## config.mk

```make
export PLATFORM = sky130hd
export DESIGN_NAME = regfile_wb_queue_flat
export DESIGN_NICKNAME = d
export VERILOG_FILES = /design/src/rtl/regfile_wb_queue_pkg.sv /design/src/rtl/regfile_wb_queue_if.sv /design/src/rtl/regfile_wb_queue_fwd_match.sv /design/src/rtl/regfile_wb_queue.sv /design/src/flat_wrapper.sv
export SDC_FILE = /design/constraint.sdc
export NUM_CORES = 1
export LEC_CHECK = 0
export BUFFER_PORTS_ARGS = -buffer_cell sky130_fd_sc_hd__buf_2
export CORE_UTILIZATION = 55
export DETAILED_ROUTE_END_ITERATION = 16
export PLACE_DENSITY = 0.88
export SETUP_SLACK_MARGIN = 0.1
export SLEW_MARGIN = 15
export SYNTH_ARGS = -nofsm -noshare
export SYNTH_HDL_FRONTEND = slang
export SYNTH_SLANG_ARGS = --single-unit
```

## constraint.sdc

```tcl
create_clock -name clk -period 11 [get_ports clk]
set_input_delay 2.75 -clock clk [delete_from_list [all_inputs] [get_ports clk]]
set_output_delay 2.75 -clock clk [all_outputs]
set_load 0.01 [all_outputs]
```

## src/rtl/regfile_wb_queue_pkg.sv

```systemverilog
// Shared types for the register-file write-back queue.
// Not clocked and has no handshake of its own.
package regfile_wb_pkg;

    localparam int XLEN = 32;
    localparam int AW   = 5;

    typedef struct packed {
        logic [AW-1:0]   rd;
        logic [XLEN-1:0] data;
    } wb_entry_t;

endpackage

```

## src/rtl/regfile_wb_queue_if.sv

```systemverilog
// Producer handshakes, register-file write port, forwarding lookups and status of the write-back queue.
// Not clocked; the producer-side ready signals are driven by the queue.
interface regfile_wb_queue_if
    import regfile_wb_pkg::*;
#(
    parameter int DEPTH = 4
);

    logic                    ld_valid;
    logic                    ld_ready;
    logic [AW-1:0]           ld_rd;
    logic [XLEN-1:0]         ld_data;
    logic                    alu_valid;
    logic                    alu_ready;
    logic [AW-1:0]           alu_rd;
    logic [XLEN-1:0]         alu_data;
    logic                    wb_hold;
    logic                    rf_we;
    logic [AW-1:0]           rf_waddr;
    logic [XLEN-1:0]         rf_wdata;
    logic [AW-1:0]           rs1;
    logic [AW-1:0]           rs2;
    logic                    rs1_fwd_valid;
    logic [XLEN-1:0]         rs1_fwd_data;
    logic                    rs2_fwd_valid;
    logic [XLEN-1:0]         rs2_fwd_data;
    logic [$clog2(DEPTH):0]  count;
    logic                    full;
    logic                    empty;

    modport master (
        output ld_valid, ld_rd, ld_data, alu_valid, alu_rd, alu_data, wb_hold, rs1, rs2,
        input  ld_ready, alu_ready, rf_we, rf_waddr, rf_wdata,
        input  rs1_fwd_valid, rs1_fwd_data, rs2_fwd_valid, rs2_fwd_data, count, full, empty
    );

    modport slave (
        input  ld_valid, ld_rd, ld_data, alu_valid, alu_rd, alu_data, wb_hold, rs1, rs2,
        output ld_ready, alu_ready, rf_we, rf_waddr, rf_wdata,
        output rs1_fwd_valid, rs1_fwd_data, rs2_fwd_valid, rs2_fwd_data, count, full, empty
    );

endinterface

```

## src/rtl/regfile_wb_queue_fwd_match.sv

```systemverilog
// Youngest-match lookup of a register index across the queued write-back entries.
// Purely combinational (zero latency); it has no handshake and never stalls.
module wb_fwd_match
    import regfile_wb_pkg::*;
#(
    parameter int DEPTH = 4
) (
    input  wb_entry_t                  ent_i [DEPTH],
    input  logic [DEPTH-1:0]           vld_i,
    input  logic [$clog2(DEPTH)-1:0]   head_i,
    input  logic [AW-1:0]              rs_i,
    output logic                       fwd_vld_o,
    output logic [XLEN-1:0]            fwd_dat_o
);

    localparam int PW = $clog2(DEPTH);

    logic [PW-1:0] idx;

    // Walk oldest to youngest so the last hit is the youngest one.
    always_comb begin
        fwd_vld_o = 1'b0;
        fwd_dat_o = '0;
        idx       = '0;
        for (int k = 0; k < DEPTH; k++) begin
            idx = head_i + PW'(k);
            if (rs_i != '0 && vld_i[idx] && ent_i[idx].rd == rs_i) begin
                fwd_vld_o = 1'b1;
                fwd_dat_o = ent_i[idx].data;
            end
        end
    end

endmodule

```

## src/rtl/regfile_wb_queue.sv

```systemverilog
// In-order write-back queue feeding the register file write port, with load-over-ALU priority and read forwarding.
// Accept-to-write latency is at least one edge after enqueue; readies drop while full and wb_hold stalls draining.
module regfile_wb_queue
    import regfile_wb_pkg::*;
#(
    parameter int DEPTH = 4
) (
    input  logic               clk,
    input  logic               reset,
    regfile_wb_queue_if.slave  bus
);

    localparam int PW = $clog2(DEPTH);
    localparam int CW = PW + 1;

    wb_entry_t        ent_q [DEPTH];
    logic [DEPTH-1:0] vld_q, vld_d;
    logic [PW-1:0]    head_q, head_d;
    logic [PW-1:0]    tail_q, tail_d;
    logic [CW-1:0]    count_q, count_d;

    logic       full, empty;
    logic       ld_hs, alu_hs, push, pop;
    wb_entry_t  push_ent, head_ent;

    assign full  = (count_q == CW'(DEPTH));
    assign empty = (count_q == '0);

    // No pass-through: a pop in the same cycle does not open a slot.
    assign bus.ld_ready  = !reset && !full;
    assign bus.alu_ready = !reset && !full && !bus.ld_valid;

    assign ld_hs  = bus.ld_valid  && bus.ld_ready;
    assign alu_hs = bus.alu_valid && bus.alu_ready;

    always_comb begin
        push_ent = '0;
        if (ld_hs) begin
            push_ent.rd   = bus.ld_rd;
            push_ent.data = bus.ld_data;
        end else begin
            push_ent.rd   = bus.alu_rd;
            push_ent.data = bus.alu_data;
        end
    end

    // x0 writes complete their handshake but are dropped here.
    assign push = (ld_hs || alu_hs) && (push_ent.rd != '0);
    assign pop  = !empty && !bus.wb_hold;

    assign head_ent     = ent_q[head_q];
    assign bus.rf_we    = pop;
    assign bus.rf_waddr = pop ? head_ent.rd   : '0;
    assign bus.rf_wdata = pop ? head_ent.data : '0;

    assign bus.count = count_q;
    assign bus.full  = full;
    assign bus.empty = empty;

    always_comb begin
        head_d  = head_q;
        tail_d  = tail_q;
        vld_d   = vld_q;
        count_d = count_q + CW'(push) - CW'(pop);
        if (push) begin
            tail_d        = tail_q + 1'b1;
            vld_d[tail_q] = 1'b1;
        end
        if (pop) begin
            head_d        = head_q + 1'b1;
            vld_d[head_q] = 1'b0;
        end
    end

    always_ff @(posedge clk or posedge reset) begin
        if (reset) begin
            head_q  <= '0;
            tail_q  <= '0;
            vld_q   <= '0;
            count_q <= '0;
        end else begin
            head_q  <= head_d;
            tail_q  <= tail_d;
            vld_q   <= vld_d;
            count_q <= count_d;
        end
    end

    // Payload needs no reset: the valid bits qualify every use.
    always_ff @(posedge clk) begin
        if (push) begin
            ent_q[tail_q] <= push_ent;
        end
    end

    wb_fwd_match #(.DEPTH(DEPTH)) u_fwd_rs1 (
        .ent_i     (ent_q),
        .vld_i     (vld_q),
        .head_i    (head_q),
        .rs_i      (bus.rs1),
        .fwd_vld_o (bus.rs1_fwd_valid),
        .fwd_dat_o (bus.rs1_fwd_data)
    );

    wb_fwd_match #(.DEPTH(DEPTH)) u_fwd_rs2 (
        .ent_i     (ent_q),
        .vld_i     (vld_q),
        .head_i    (head_q),
        .rs_i      (bus.rs2),
        .fwd_vld_o (bus.rs2_fwd_valid),
        .fwd_dat_o (bus.rs2_fwd_data)
    );

endmodule

```

## src/flat_wrapper.sv

```systemverilog
// flat-port wrapper written by rule: the top's interface ports become plain ports
module regfile_wb_queue_flat import regfile_wb_pkg::*;
#(
    parameter int DEPTH = 4
)
  (clk, reset, bus_ld_valid, bus_ld_rd, bus_ld_data, bus_alu_valid, bus_alu_rd, bus_alu_data, bus_wb_hold, bus_rs1, bus_rs2, bus_ld_ready, bus_alu_ready, bus_rf_we, bus_rf_waddr, bus_rf_wdata, bus_rs1_fwd_valid, bus_rs1_fwd_data, bus_rs2_fwd_valid, bus_rs2_fwd_data, bus_count, bus_full, bus_empty);
  regfile_wb_queue_if #(.DEPTH(DEPTH)) bus_i ();
  input  logic clk;
  input  logic reset;
  input wire logic [$bits(bus_i.ld_valid)-1:0] bus_ld_valid;
  input wire logic [$bits(bus_i.ld_rd)-1:0] bus_ld_rd;
  input wire logic [$bits(bus_i.ld_data)-1:0] bus_ld_data;
  input wire logic [$bits(bus_i.alu_valid)-1:0] bus_alu_valid;
  input wire logic [$bits(bus_i.alu_rd)-1:0] bus_alu_rd;
  input wire logic [$bits(bus_i.alu_data)-1:0] bus_alu_data;
  input wire logic [$bits(bus_i.wb_hold)-1:0] bus_wb_hold;
  input wire logic [$bits(bus_i.rs1)-1:0] bus_rs1;
  input wire logic [$bits(bus_i.rs2)-1:0] bus_rs2;
  output wire logic [$bits(bus_i.ld_ready)-1:0] bus_ld_ready;
  output wire logic [$bits(bus_i.alu_ready)-1:0] bus_alu_ready;
  output wire logic [$bits(bus_i.rf_we)-1:0] bus_rf_we;
  output wire logic [$bits(bus_i.rf_waddr)-1:0] bus_rf_waddr;
  output wire logic [$bits(bus_i.rf_wdata)-1:0] bus_rf_wdata;
  output wire logic [$bits(bus_i.rs1_fwd_valid)-1:0] bus_rs1_fwd_valid;
  output wire logic [$bits(bus_i.rs1_fwd_data)-1:0] bus_rs1_fwd_data;
  output wire logic [$bits(bus_i.rs2_fwd_valid)-1:0] bus_rs2_fwd_valid;
  output wire logic [$bits(bus_i.rs2_fwd_data)-1:0] bus_rs2_fwd_data;
  output wire logic [$bits(bus_i.count)-1:0] bus_count;
  output wire logic [$bits(bus_i.full)-1:0] bus_full;
  output wire logic [$bits(bus_i.empty)-1:0] bus_empty;
  assign bus_i.ld_valid = bus_ld_valid;
  assign bus_i.ld_rd = bus_ld_rd;
  assign bus_i.ld_data = bus_ld_data;
  assign bus_i.alu_valid = bus_alu_valid;
  assign bus_i.alu_rd = bus_alu_rd;
  assign bus_i.alu_data = bus_alu_data;
  assign bus_i.wb_hold = bus_wb_hold;
  assign bus_i.rs1 = bus_rs1;
  assign bus_i.rs2 = bus_rs2;
  assign bus_ld_ready = bus_i.ld_ready;
  assign bus_alu_ready = bus_i.alu_ready;
  assign bus_rf_we = bus_i.rf_we;
  assign bus_rf_waddr = bus_i.rf_waddr;
  assign bus_rf_wdata = bus_i.rf_wdata;
  assign bus_rs1_fwd_valid = bus_i.rs1_fwd_valid;
  assign bus_rs1_fwd_data = bus_i.rs1_fwd_data;
  assign bus_rs2_fwd_valid = bus_i.rs2_fwd_valid;
  assign bus_rs2_fwd_data = bus_i.rs2_fwd_data;
  assign bus_count = bus_i.count;
  assign bus_full = bus_i.full;
  assign bus_empty = bus_i.empty;
  regfile_wb_queue #(.DEPTH(DEPTH)) u_core (.clk(clk), .reset(reset), .bus(bus_i));
endmodule
```

======== Word level (Yosys, flattened, before mapping) ========
Cells that the tools add are included.
storage, ports and cells
  bits in registers ....................... 159
  input port bits ......................... 89
  output and inout port bits .............. 111
  logic and storage cells ................. 131
operators by class
  add/sub/neg operators ................... 6
  order comparisons ....................... 13
  eq/ne operators ......................... 9
  multiplexer cells ....................... 48
  bitwise logic cells ..................... 8
  reductions and logical operators ........ 35
operators by type and width
  kind                   number
  $mux W37               10
  $bmux W37 S2           4
  $mux W32               9
  $bwmux W148            1
  $demux W37 S2          1
  $eq A5 B5 Y1           8
  $logic_and A1 B1 Y1    25
  $ge A3 B3 Y1 const B   5
  $lt A2 B3 Y1 const B   5
  $not A2 Y3             5
  $reduce_bool A5 Y1     3
  $mux W1                14
  $bmux W1 S2            4
  $mux W4                2
  $logic_not A1 Y1       5
  $mux W5                1
  $add A2 B1 Y2 const B  2
  $add A2 B2 Y2 const B  2
  $and A4 B4 Y4          1
  $demux W1 S2           2
  $ge A2 B1 Y1 const B   2
  $not A4 Y4             1
  $or A4 B4 Y4           1
  $add A3 B1 Y3          1
  5 further kinds        5

======== Longest topological paths before layout ========
  word-level depth ........................ 10
  gate-level depth with buffers ........... 17
  gate-level depth less buffers ........... 8

======== By module ========
Synthesis repeated with hierarchy kept, for this count alone.
second synthesis, totals
  cell total of the unflattened synthesis .. 1451
  area total of the unflattened synthesis .. 15466.1 um2
by module, submodules not included
  module            times used  cells an instance  area each (um2)  sequential area each (um2)
  wb_fwd_match      2           554                4307.9           0.0
  regfile_wb_queue  1           343                6850.3           4719.5

======== Worst setup path after synthesis ========
Ideal clock, no wire load.
  kind .................................... input to output
  start ................................... input port bus_rs1[4]
  end ..................................... output port bus_rs1_fwd_data[0]
  arrival ................................. 4.571 ns
  required time ........................... 8.250 ns
  slack ................................... 3.679 ns
  stages .................................. 10
  buffers on the path ..................... 4
  path through ............................ clkbuf_1 > nor3_1 > nand2_1 > and3_1 > clkbuf_1 > and2_1 > buf_2 > buf_2 > o31a_1 > o211ai_1
between the ends
  word-level cells in the longest chain between the ends .. 7
  elaborated cells on any way between the ends .. 17
  classes of those cells .................. 4 x eq/ne; 4 x mux; 9 x reduce/logical
RTL lines
  element                            line                              source
  start: declaration                 flat_wrapper.sv:17                input wire logic [$bits(bus_i.rs1)-1:0] bus_rs1;
  $reduce_bool A5 Y1                 regfile_wb_queue_fwd_match.sv:27  if (rs_i != '0 && vld_i[idx] && ent_i[idx].rd == rs_i) begin
  $logic_and A1 B1 Y1 (2 in series)  regfile_wb_queue_fwd_match.sv:27
  $mux W32 (3 in series)             regfile_wb_queue_fwd_match.sv:27
  $mux W32 *                         regfile_wb_queue_fwd_match.sv:27
  end: declaration                   flat_wrapper.sv:25                output wire logic [$bits(bus_i.rs1_fwd_data)-1:0] bus_rs1_fwd_data;
Mark *: on every way between the ends. The rest lies on a longest branch, timed or not.

======== Worst setup path after layout ========
  start ................................... input port bus_rs1[4]
  end ..................................... output port bus_rs1_fwd_data[4]
Same word-level chain as after synthesis.

==> metrics.cfg <==
[global_routing]
grt-ovfl-total=0
grt_pass1_wl_mm=51.5
grt_max_degree=80
antenna_found_initial=0
track_usage_pct=30.6
first_global_vias=9614

[finish]
fill_cells=1576
regArea_um2=4730
diodes=0
finish.utilization_pct=63.4
multi_input_area_um2=6900
area_growth_pct=13.2
layout-drive-gt1-share_pct=42.5
fin_area_um2=13800
nNetsFinal=1162

[yosys]
synth.most_common_cell=mux4_2
ys_ff_latch=159
synth_area_per_cell_um2=13.0
syn_area_um2=12200
synth_area_leaders=edfxtp_1 36%, mux4_2 28%, o31ai_1 3.6%
yosysWarningCount=0
yosysUniqueCellTypes=45
syn-instance-count=936
synth.top_cell.area_share_pct=36.5
synthArstFlopShare_pct=6.92
synth-seq-area-share_pct=38.7
synth-edff-count=148
synth.largest_area_cell=edfxtp_1
synthFlopType=edfxtp_1
synth_commonest_cells=152 x mux4_2, 148 x edfxtp_1, 62 x clkbuf_1
syn_nets=1036

[clock_network]
cts_hold_buf=0
post_cts_resized=0
cts_sinks=159
path_clk_slew_ps=60
htreeDepth=4
cts_inserted_buffers=17
cts_tree=done
clk_path_buf_depth=2
cts.root.buffer_cell=clkbuf_16
cts_setup_buffers=0
worst_skew_pair.late_latency_ps=440

[hold_path]
hold_start=u_core.vld_q[3]
hp-class=flop to flop
worstHoldPathCells=1
hold_path_end=u_core.vld_q[3]

[critical_path]
max_stage_delay_ps=830
critPathKind=input pin to output pin
r2r_slack_ps=7340
path_common_cell=buf_2
r2r_start=u_core.bus.count[2]
critPathMaxFanout=33
reg2reg_to=u_core.ent_q[49]
critPathSlowestCell=and3_2
crit_chain=buf_2 > nor3_1 > nand2_1 > and3_2 > and2_1 > buf_4 > o31ai_1 > a211o_1 > buf_2
worst_setup_path_start_kind=input pin
critPathCaptureType=output pin
crit_buf_inv=3
critPathRequiredTime_ps=8250
reg2regPathDepth=6
cp.arrival_ps=5680
critPathTopFamily=simple AND/OR/NAND/NOR gates

[sta]
finalCriticalPeriod_ps=8430
hold_violations=0
tightest_slew_ps=1210
slew_headroom_pct=19.4
clock.fmax_ghz=0.119
period_share_pct=76.7
tns_ps=0
drv_slew=0
skew_ps=11.2
setup_viol=0
whs_ps=601
rsz0062_at_grt=no

[place]
dp_hpwl_mm=20.9
gp_congestion=0.908
placed_cell_area_um2=13200
portBuffers=199

[floorplan]
start_util_pct=56.0
die_y_um=151
die_x_um=151
rows=54
io_pins=200
fp.dieArea_um2=22700
core_area_um2=21800

[route]
drt-total-wl_mm=33.4
vias=9630
drc=0
firstDrtPassIters=7
drtAntennaViolNets=0
drtIter0Drc=1001
viasPerCell=7.11
wl_per_cell_um=24.6

[pwr]
p_per_area_nw_per_um2=273
irDropWorstVdd_v=0.000173
power_leakage_nw=5.29

[flow_run]
maxCapViolations=0

[outcome]
outcome=complete, no violations

## logic make-up after synthesis
| family | after synthesis | synth area share, % |
|---|---|---|
| compound gates | 140 | 9.19 |
| xor+xnor | 44 | 3.16 |
| fa+ha+maj | 11 | 1.19 |
| buf+inv | 147 | 5.21 |
| flops | 159 | 38.7 |
| mux | 194 | 32.1 |
| simple gates | 241 | 10.4 |
## worst reg2reg max path: stages, from the launching register on
cell     delay, ps
dfrtp_1        430
nor3b_1        190
nor3b_2        170
buf_4          500
mux2_2         430
a31oi_1        480
and2_2        1050
## per-layer routing
metal,global-route usage (%),vias to the layer above,share of wire (%)
li1,-,4033,-
met1,37.5,4669,35
met2,49.6,777,49
met3,7.77,151,12
met4,16.9,0,4.8
met5,0,-,0
## worst max-delay path by stage
stage                    start  cells after the start                    to  slack [ps]
floorplan           bus_rs1[4]                     10   bus_rs1_fwd_data[0]        3680
global placement    bus_rs1[4]                      9  bus_rs1_fwd_data[23]        2780
detailed placement  bus_rs1[4]                      9   bus_rs1_fwd_data[4]        2690
CTS                 bus_rs1[4]                      9   bus_rs1_fwd_data[4]        2670
global route        bus_rs1[4]                      9  bus_rs1_fwd_data[17]        2520
finish              bus_rs1[4]                      9   bus_rs1_fwd_data[4]        2570
## flip-flops by register name (all words and copies together), names as in the netlist
| register | cells |
|---|---|
| u_core.tail_q | 2 |
| u_core.bus.count | 3 |
| u_core.head_q | 2 |
| u_core.vld_q | 4 |
| u_core.ent_q | 148 |
## through the flow
step	setup slack, ps	std cells	total power (W)
after floorplan	3680	936	0.00265
after global placement	2780	1323	0.00310
after detailed placement	2690	1323	0.00316
after CTS	2670	1355	0.00374
after global routing	2520	1355	0.00396
final	2570	1355	0.00377
## report_power, final
group	leakage (nW)	internal [W]	switching (W)
Clock	0.279	0.000319	0.000256
Combinational	3.54	0.00107	0.00115
Sequential	1.48	0.000796	0.000184
Total	5.29	0.00218	0.00159
## layout make-up
type / count / area share (%)
Clock buffer: 17 / 3.08
Clock inverter: 15 / 1.08
Inverter: 44 / 1.20
Multi-Input combinational cell: 630 / 50.0
Sequential cell: 159 / 34.3
Tap cell: 280 / 2.54
Timing Repair Buffer: 210 / 7.82
## cell usage in the layout, fill, tap and decap left out, types with 6 or more instances in the layout
master and n:
clkbuf_16 17, nand3_1 38, buf_4 11, nand4_1 8, ha_1 9, inv_1 44
dfrtp_1 9, mux2_2 37, a221oi_1 32, edfxtp_1 148, xor2_1 18, o31ai_1 59
xnor2_1 26, inv_6 6, a211o_1 25, nor2b_1 23, nand2_1 37, and2_1 6
o21ai_0 6, nor2_1 39, nor3_1 36, buf_2 199, and3_1 26, mux4_2 152
Power figures use the tool's default switching activity.
